[config.mk]
export PLATFORM = sky130hd
export DESIGN_NAME = fetch_unit
export DESIGN_NICKNAME = d
export VERILOG_FILES = /design/src/rtl/fetch_unit.sv
export SDC_FILE = /design/constraint.sdc
export NUM_CORES = 1
export LEC_CHECK = 0
export ABC_AREA = 1
export CORE_MARGIN = 2
export CORE_UTILIZATION = 29
export CTS_CLUSTER_DIAMETER = 40
export DETAILED_ROUTE_END_ITERATION = 16
export PLACE_DENSITY = 0.63
export SYNTH_ARGS = -nofsm -noshare
export SYNTH_HDL_FRONTEND = slang
export SYNTH_SLANG_ARGS = --single-unit
[constraint.sdc]
create_clock -name clk -period 5.99 [get_ports clk]
set_clock_uncertainty 0.1 [all_clocks]
set_input_delay 0.8985 -clock clk [delete_from_list [all_inputs] [get_ports clk]]
set_output_delay 0.8985 -clock clk [all_outputs]
set_load 0.02 [all_outputs]
[src/rtl/fetch_unit.sv]
// Instruction fetch unit: one outstanding memory request, registered instruction handshake,
// and redirect handling. Optional misaligned-target trap enabled by FETCH_MISALIGN_TRAP_EN.
module fetch_unit #(
  parameter logic [31:0] RESET_PC = 32'h0000_0000
) (
  input  logic        clk,
  input  logic        rst,
  output logic        imem_req,
  output logic [31:0] imem_addr,
  input  logic        imem_ack,
  input  logic [31:0] imem_rdata,
  output logic [31:0] Instruction,
  output logic [31:0] inst_pc,
  output logic        inst_valid,
  input  logic        inst_ready,
  input  logic        redirect_valid,
  input  logic [31:0] redirect_pc,
  output logic        misalign
);

`ifdef FETCH_MISALIGN_TRAP_EN
  typedef enum logic [2:0] {StIdle, StFetch, StDrop, StValid, StTrap} state_e;
`else
  typedef enum logic [2:0] {StIdle, StFetch, StDrop, StValid} state_e;
`endif

  state_e      state_q, state_d;
  logic [31:0] pc_q, pc_d;
  logic [31:0] addr_q;
  logic [31:0] instr_q, ipc_q;
  logic [31:0] target;
  logic        redir_take;
  logic        accept;

`ifdef FETCH_MISALIGN_TRAP_EN
  logic bad_target;
  logic pend_q, pend_d;

  assign target     = redirect_pc;
  assign bad_target = redirect_valid && (redirect_pc[1:0] != 2'b00) && (state_q != StTrap);
  assign redir_take = redirect_valid && !bad_target && (state_q != StTrap);
`else
  logic unused_lsb;

  assign unused_lsb = ^redirect_pc[1:0];
  assign target     = {redirect_pc[31:2], 2'b00};
  assign redir_take = redirect_valid;
`endif

  // Response data is kept only when no redirect races it.
  assign accept = (state_q == StFetch) && imem_ack && !redirect_valid;

  // State register
  always_ff @(posedge clk or posedge rst) begin
    if (rst) begin
      state_q <= StIdle;
    end else begin
      state_q <= state_d;
    end
  end

  // Next-state logic
  always_comb begin
    state_d = state_q;
    unique case (state_q)
      StIdle:  state_d = StFetch;
      StFetch: begin
        if (redirect_valid) begin
          state_d = imem_ack ? StFetch : StDrop;
        end else if (imem_ack) begin
          state_d = StValid;
        end
      end
      StDrop:  if (imem_ack) state_d = StFetch;
      StValid: if (redirect_valid || inst_ready) state_d = StFetch;
`ifdef FETCH_MISALIGN_TRAP_EN
      StTrap:  state_d = StTrap;
`endif
      default: state_d = StIdle;
    endcase
`ifdef FETCH_MISALIGN_TRAP_EN
    if (bad_target) state_d = StTrap;
`endif
  end

  // Output logic
  always_comb begin
    imem_req   = (state_q == StFetch) || (state_q == StDrop);
    inst_valid = (state_q == StValid);
    misalign   = 1'b0;
`ifdef FETCH_MISALIGN_TRAP_EN
    if (state_q == StTrap) begin
      imem_req = pend_q;
      misalign = 1'b1;
    end
`endif
  end

  assign imem_addr   = addr_q;
  assign Instruction = instr_q;
  assign inst_pc     = ipc_q;

  always_comb begin
    pc_d = pc_q;
    if (accept) pc_d = pc_q + 32'd4;
    if (redir_take) pc_d = target;
  end

`ifdef FETCH_MISALIGN_TRAP_EN
  // A request already on the bus when trapping is held until its ack, then dropped.
  always_comb begin
    pend_d = pend_q;
    if (bad_target) begin
      pend_d = ((state_q == StFetch) || (state_q == StDrop)) && !imem_ack;
    end else if ((state_q == StTrap) && imem_ack) begin
      pend_d = 1'b0;
    end
  end

  always_ff @(posedge clk or posedge rst) begin
    if (rst) begin
      pend_q <= 1'b0;
    end else begin
      pend_q <= pend_d;
    end
  end
`endif

  always_ff @(posedge clk or posedge rst) begin
    if (rst) begin
      pc_q    <= RESET_PC;
      addr_q  <= RESET_PC;
      instr_q <= 32'h0000_0013;
      ipc_q   <= 32'h0000_0000;
    end else begin
      pc_q <= pc_d;
      // The request address only moves when a new request starts.
      if (state_d == StFetch) addr_q <= pc_d;
      if (accept) begin
        instr_q <= imem_rdata;
        ipc_q   <= pc_q;
      end
    end
  end

endmodule

== Word level (Yosys, flattened, before mapping) ==
Index checks and enable logic that the tools add are counted.

* $add $sub $neg: 1
* Equality and inequality tests: 4
* Mux-type cells: 8
* Reductions and logical operators: 6

{| class="wikitable"
|+ Operator list
! cell !! number
|-
| $mux W32 || 2
|-
| $add A32 B3 Y32 const B || 1
|-
| $mux W3 || 4
|-
| $pmux W3 S4 || 1
|-
| $eq A3 B1 Y1 const B || 2
|-
| $eq A3 B2 Y1 const B || 2
|-
| $logic_not A3 Y1 || 1
|-
| $logic_and A1 B1 Y1 || 2
|-
| $logic_or A1 B1 Y1 || 2
|-
| $mux W2 || 1
|-
| $logic_not A1 Y1 || 1
|}

* Register bits after elaboration: 131

== Longest topological paths before layout ==
* Depth in word-level cells: 5
* Mapped depth: 11
* Mapped depth without buffers: 11

== Worst setup path after synthesis ==
Ideal clock, no wire load.

* Path kind: in2reg
* From: input redirect_valid
* To: register pc_q[19]
* Setup time: 0.119 ns
* Arrival time: 1.785 ns
* Slack: 3.986 ns
* Cell stages on the path: 5
* Buffers on the path: 2
* Path through: inv_1 > clkbuf_1 > buf_1 > nand3_1 > and2_1

* Word-level cells in the longest chain between the ends: 4

{| class="wikitable"
|+ Ends and longest elaborated chain
! item !! line !! source
|-
| start: declaration || 16 || <nowiki>input logic redirect_valid,</nowiki>
|-
| $logic_not A1 Y1 || 51 || <nowiki>assign accept = (state_q == StFetch) && imem_ack && !redirect_valid;</nowiki>
|-
| $logic_and A1 B1 Y1 || 51 ||
|-
| $mux W32 || 105 || <nowiki>if (accept) pc_d = pc_q + 32'd4;</nowiki>
|-
| $mux W32 (*) || 106 || <nowiki>if (redir_take) pc_d = target;</nowiki>
|-
| via pc_d[19] || 28 || <nowiki>logic [31:0] pc_q, pc_d;</nowiki>
|-
| end signal: assignment || 136 || <nowiki>pc_q <= pc_d;</nowiki>
|-
| end: declaration || 28 ||
|}

Mark *: on every way through the listed nets, which the timed path passes. The rest lies on a longest branch.
A chain may end at the register's enable or synchronous reset.

== Worst setup path after layout ==
* From: input redirect_valid
* To: register addr_q[7] (netlist: imem_addr[7])

* Word-level cells in the longest chain between the ends: 4

{| class="wikitable"
|+ Ends and longest elaborated chain
! item !! line !! source
|-
| $logic_not A1 Y1 || 51 ||
|-
| $logic_and A1 B1 Y1 || 51 ||
|-
| $mux W32 || 105 ||
|-
| $mux W32 (*) || 106 ||
|-
| via pc_d[7] || 28 ||
|-
| end signal: assignment || 138 || <nowiki>if (state_d == StFetch) addr_q <= pc_d;</nowiki>
|-
| end: declaration || 29 || <nowiki>logic [31:0] addr_q;</nowiki>
|}

Marks and branches as above.

==> run_summary.xml <==
<?xml version="1.0" encoding="UTF-8"?>
<metrics>
  <group name="drt">
    <metric name="wl_per_cell" unit="µm">13.96</metric>
    <metric name="overall_routed_net_length" unit="mm">16.45</metric>
    <metric name="first_iter_violations" unit="">270</metric>
    <metric name="drt-pass1-iter-count" unit="">4</metric>
    <metric name="remaining_drc_errors" unit="">0</metric>
    <metric name="routed_via_density" unit="">4.328</metric>
    <metric name="detailroute.via_count" unit="">5103</metric>
    <metric name="antenna_violating_nets_post_route" unit="">0</metric>
  </group>
  <group name="die">
    <metric name="die_boundary_height" unit="µm">146.8</metric>
    <metric name="core.rowCount" unit="">52</metric>
    <metric name="die_footprint" unit="µm²">21560</metric>
    <metric name="initial_core_util" unit="%">29.43</metric>
    <metric name="core_area" unit="µm²">20100</metric>
    <metric name="die-width" unit="µm">146.8</metric>
    <metric name="num_io_pins" unit="">168</metric>
  </group>
  <group name="finish">
    <metric name="insertedDiodeCount" unit="">0</metric>
    <metric name="leading_cell_type_in_the_layout_fill_and_taps_excluded" unit="">sky130_fd_sc_hd__nand2_1</metric>
    <metric name="fillers" unit="">2005</metric>
    <metric name="synthToLayoutAreaGrowth" unit="%">41.53</metric>
    <metric name="most-common-layout-cells" unit="">348 x sky130_fd_sc_hd__nand2_1, 164 x sky130_fd_sc_hd__clkdlybuf4s50_1, 128 x sky130_fd_sc_hd__dfrtp_1, 52 x sky130_fd_sc_hd__nand3_1, 49 x sky130_fd_sc_hd__nor2_1</metric>
    <metric name="final_nets" unit="">967</metric>
    <metric name="stdcell_count" unit="">1179</metric>
    <metric name="drive_gt1_share" unit="%">7.151</metric>
  </group>
  <group name="sta">
    <metric name="setup_repair_after_global_routing_missed_its_margin" unit="">no</metric>
    <metric name="worst_slew_margin_rel" unit="%">38.29</metric>
    <metric name="number_of_slew_limit_violations_in_the_final_report" unit="">0</metric>
    <metric name="highest_clock_rate" unit="GHz">0.2896</metric>
    <metric name="finalCritPeriodShare" unit="%">57.64</metric>
    <metric name="report.final.setup_viol" unit="">0</metric>
    <metric name="hold_ws" unit="ns">0.3676</metric>
    <metric name="worst_pin_slew" unit="ns">0.9243</metric>
    <metric name="period_needed" unit="ns">3.453</metric>
    <metric name="timing_hold_violations_final" unit="">0</metric>
    <metric name="tns" unit="ns">0</metric>
  </group>
  <group name="clocking">
    <metric name="cts_tree" unit="">yes</metric>
    <metric name="clkTransAtPathRegs" unit="ns">0.06</metric>
    <metric name="cts_buffers" unit="">17</metric>
    <metric name="cts_setup_buffers" unit="">0</metric>
    <metric name="cts-root-buf" unit="">sky130_fd_sc_hd__clkbuf_16</metric>
    <metric name="post_cts_hold_buffer_count" unit="">0</metric>
    <metric name="cts.sink_count" unit="">131</metric>
    <metric name="cts_max_level" unit="">4</metric>
    <metric name="cts.path.max_buffers" unit="">2</metric>
    <metric name="cts_resized" unit="">0</metric>
    <metric name="clock_insertion_delay_worst_skew" unit="ns">0.43</metric>
  </group>
  <group name="setup_path">
    <metric name="critPathKind" unit="">input pin to flop</metric>
    <metric name="reg2reg_to" unit="">imem_addr[7]</metric>
    <metric name="reg2regPathDepth" unit="">8</metric>
    <metric name="path_common_cell" unit="">sky130_fd_sc_hd__nand2_1</metric>
    <metric name="crit_path_end_kind" unit="">flop</metric>
    <metric name="timing.rr.start" unit="">state_q[2]</metric>
    <metric name="path_cells" unit="">clkdlybuf4s50_1 -&gt; buf_4 -&gt; inv_1 -&gt; nand3_4 -&gt; inv_2 -&gt; nand2_1 -&gt; xor2_1 -&gt; o21ai_1 -&gt; nand2_1 -&gt; nand2_1</metric>
    <metric name="crit_path_max_fanout" unit="">51</metric>
    <metric name="ff2ff_setup_slack" unit="ns">3.15</metric>
    <metric name="path_delay_family" unit="">buffers and inverters</metric>
    <metric name="total_buffers_and_inverters_traversed_by_the_critical_path" unit="">4</metric>
    <metric name="cp_data_arrival_time" unit="ns">3.71</metric>
    <metric name="worst-path-stages" unit="">10</metric>
    <metric name="worst-endpoint-required" unit="ns">6.25</metric>
    <metric name="setup.worst_path.start_class" unit="">input pin</metric>
    <metric name="cpMaxStageDelayCell" unit="">sky130_fd_sc_hd__inv_2</metric>
    <metric name="crit_path_max_incr_delay" unit="ns">0.92</metric>
  </group>
  <group name="placed_design">
    <metric name="portBuffers" unit="">164</metric>
    <metric name="place.detailed.hpwl" unit="mm">11.58</metric>
    <metric name="final_estimated_routing_congestion_in_global_placement" unit="">0.8718</metric>
    <metric name="post-place-cells" unit="">1148</metric>
  </group>
  <group name="synthesis">
    <metric name="synth.cell_area" unit="µm²">5917</metric>
    <metric name="post_synth_edffs" unit="">0</metric>
    <metric name="mean_syn_cell_area" unit="µm²">8.039</metric>
    <metric name="synth-async-reset-ratio" unit="%">100.0</metric>
    <metric name="ys_seq_elements" unit="">131</metric>
    <metric name="synth_ff_type" unit="">sky130_fd_sc_hd__dfrtp_1</metric>
    <metric name="seq_area_frac_synth" unit="%">55.47</metric>
    <metric name="netlist-cell-type-count" unit="">33</metric>
    <metric name="post_synth_inst_count" unit="">736</metric>
    <metric name="ys.warnings.count" unit="">0</metric>
  </group>
  <group name="power_and_ir_drop">
    <metric name="switching_power_share_of_the_total" unit="%">30.25</metric>
    <metric name="p_total" unit="mW">2.904</metric>
    <metric name="cellLeakagePower" unit="nW">3.986</metric>
    <metric name="power.share.combinational" unit="%">25.9</metric>
    <metric name="p_seq_share" unit="%">39.2</metric>
    <metric name="netSwitchingPower" unit="µW">878.6</metric>
    <metric name="pwr_density_cell" unit="nW/µm²">346.8</metric>
    <metric name="cellInternalPower" unit="mW">2.026</metric>
    <metric name="power.share.clock" unit="%">35.0</metric>
    <metric name="ir_drop" unit="µV">149.4</metric>
  </group>
  <group name="min_path">
    <metric name="hp-start" unit="">Instruction[0]</metric>
    <metric name="hold_path_class" unit="">flop to flop</metric>
    <metric name="worst_hold_path.endpoint" unit="">Instruction[0]</metric>
    <metric name="hold-path-cell-count" unit="">2</metric>
  </group>
  <group name="grt">
    <metric name="antenna_violations_before_repair" unit="">0</metric>
    <metric name="grt_max_degree" unit="">95</metric>
    <metric name="first_global_vias" unit="">5086</metric>
    <metric name="global_route.overflow_total" unit="">0</metric>
    <metric name="global_route_wire_length_before_repair" unit="mm">26.72</metric>
    <metric name="grt_usage" unit="%">15.80</metric>
  </group>
  <group name="status">
    <metric name="status" unit="">complete, no violations</metric>
  </group>
  <group name="run">
    <metric name="maxCapViolations" unit="">0</metric>
  </group>
</metrics>
## per-stage QoR
step	setup WS, ns	utilization, %	area, µm²
2_1_floorplan	1.499	-	5921
3_3_place_gp	2.039	38.78	7796
3_5_place_dp	2.038	38.78	7796
4_1_cts	2.479	41.65	8374
5_1_grt	2.220	41.65	8374
6_report	2.537	41.65	8374
## worst min-delay path, stage by stage (launching register included)
cell and delay [ns]:
sky130_fd_sc_hd__dfstp_2 0.36, sky130_fd_sc_hd__nand2_1 0.05, sky130_fd_sc_hd__nand2_1 0.05
## worst max-delay path by stage
stage	slack, ns	to	from
after global placement	2.04	imem_addr[7]	redirect_valid
after floorplan	1.50	Instruction[10]	rst
after detailed placement	2.04	imem_addr[7]	redirect_valid
final	2.54	imem_addr[7]	redirect_valid
after global routing	2.22	imem_addr[16]	redirect_valid
after CTS	2.48	imem_addr[7]	redirect_valid
## sequential cells by signal, summed over array words and instances (netlist names)
signal	flops
inst_pc	32
state_q	3
pc_q	32
Instruction	32
imem_addr	32
## synth_stat cells, types with 2 or more instances
cell type	n	share of area (%)
sky130_fd_sc_hd__nand4_1	5	0.53
sky130_fd_sc_hd__nand2_1	348	22
sky130_fd_sc_hd__o21ai_1	2	0.17
sky130_fd_sc_hd__buf_2	15	1.3
sky130_fd_sc_hd__buf_1	2	0.13
sky130_fd_sc_hd__inv_2	2	0.13
sky130_fd_sc_hd__o21bai_1	3	0.38
sky130_fd_sc_hd__or2_2	14	1.5
sky130_fd_sc_hd__nand3b_1	6	0.76
sky130_fd_sc_hd__clkbuf_1	7	0.44
sky130_fd_sc_hd__and2_1	7	0.74
sky130_fd_sc_hd__a21oi_1	4	0.34
sky130_fd_sc_hd__o21ai_0	20	1.7
sky130_fd_sc_hd__nor2_4	4	0.76
sky130_fd_sc_hd__nor2_1	49	3.1
sky130_fd_sc_hd__a21boi_0	4	0.51
sky130_fd_sc_hd__xnor2_1	4	0.59
sky130_fd_sc_hd__nand3_1	52	4.4
sky130_fd_sc_hd__xor2_1	3	0.44
sky130_fd_sc_hd__buf_6	2	0.38
sky130_fd_sc_hd__dfstp_2	3	1.3
sky130_fd_sc_hd__inv_1	39	2.5
sky130_fd_sc_hd__buf_4	2	0.25
sky130_fd_sc_hd__nor2_2	3	0.32
sky130_fd_sc_hd__dfrtp_1	128	54
## power groups by stage
stage	Sequential, mW	Clock [mW]	Combinational [mW]
floorplan	1.30	0	0.207
global route	1.16	1.08	0.815
finish	1.14	1.02	0.752
CTS	1.14	1.05	0.762
global placement	1.15	0	0.755
detailed placement	1.15	0	0.757
## final cells by class
cell class | instances | area (µm²) | area share [%]
sequential | 131 | 3282 | 39.19
clock inverter | 10 | 107.6 | 1.285
clock buffer | 21 | 470.5 | 5.618
inverter | 41 | 158.9 | 1.898
multi-input combinational | 537 | 2338 | 27.92
tap | 270 | 337.8 | 4.034
timing repair buffer | 169 | 1679 | 20.05
## layer usage
metal / vias to the layer above / global-route usage [%] / part of all wire (%)
met4: 0 / 6.019 / 1.7
met3: 19 / 3.571 / 5.6
li1: 2605 / - / -
met2: 157 / 24.04 / 43
met5: - / 0 / 0
met1: 2322 / 22.02 / 49
## kinds of logic after synthesis
kind of cell	Yosys count	synth area share, %
and+or+nand+nor	491	34.66
AOI/OAI and AO/OA	36	3.489
other	1	0.06338
DFF	131	55.47
buffers and inverters	69	5.075
xor gates and xnor gates	7	1.036
adders and majority gates	1	0.2114
No activity file was read; power rests on OpenSTA's default activity.
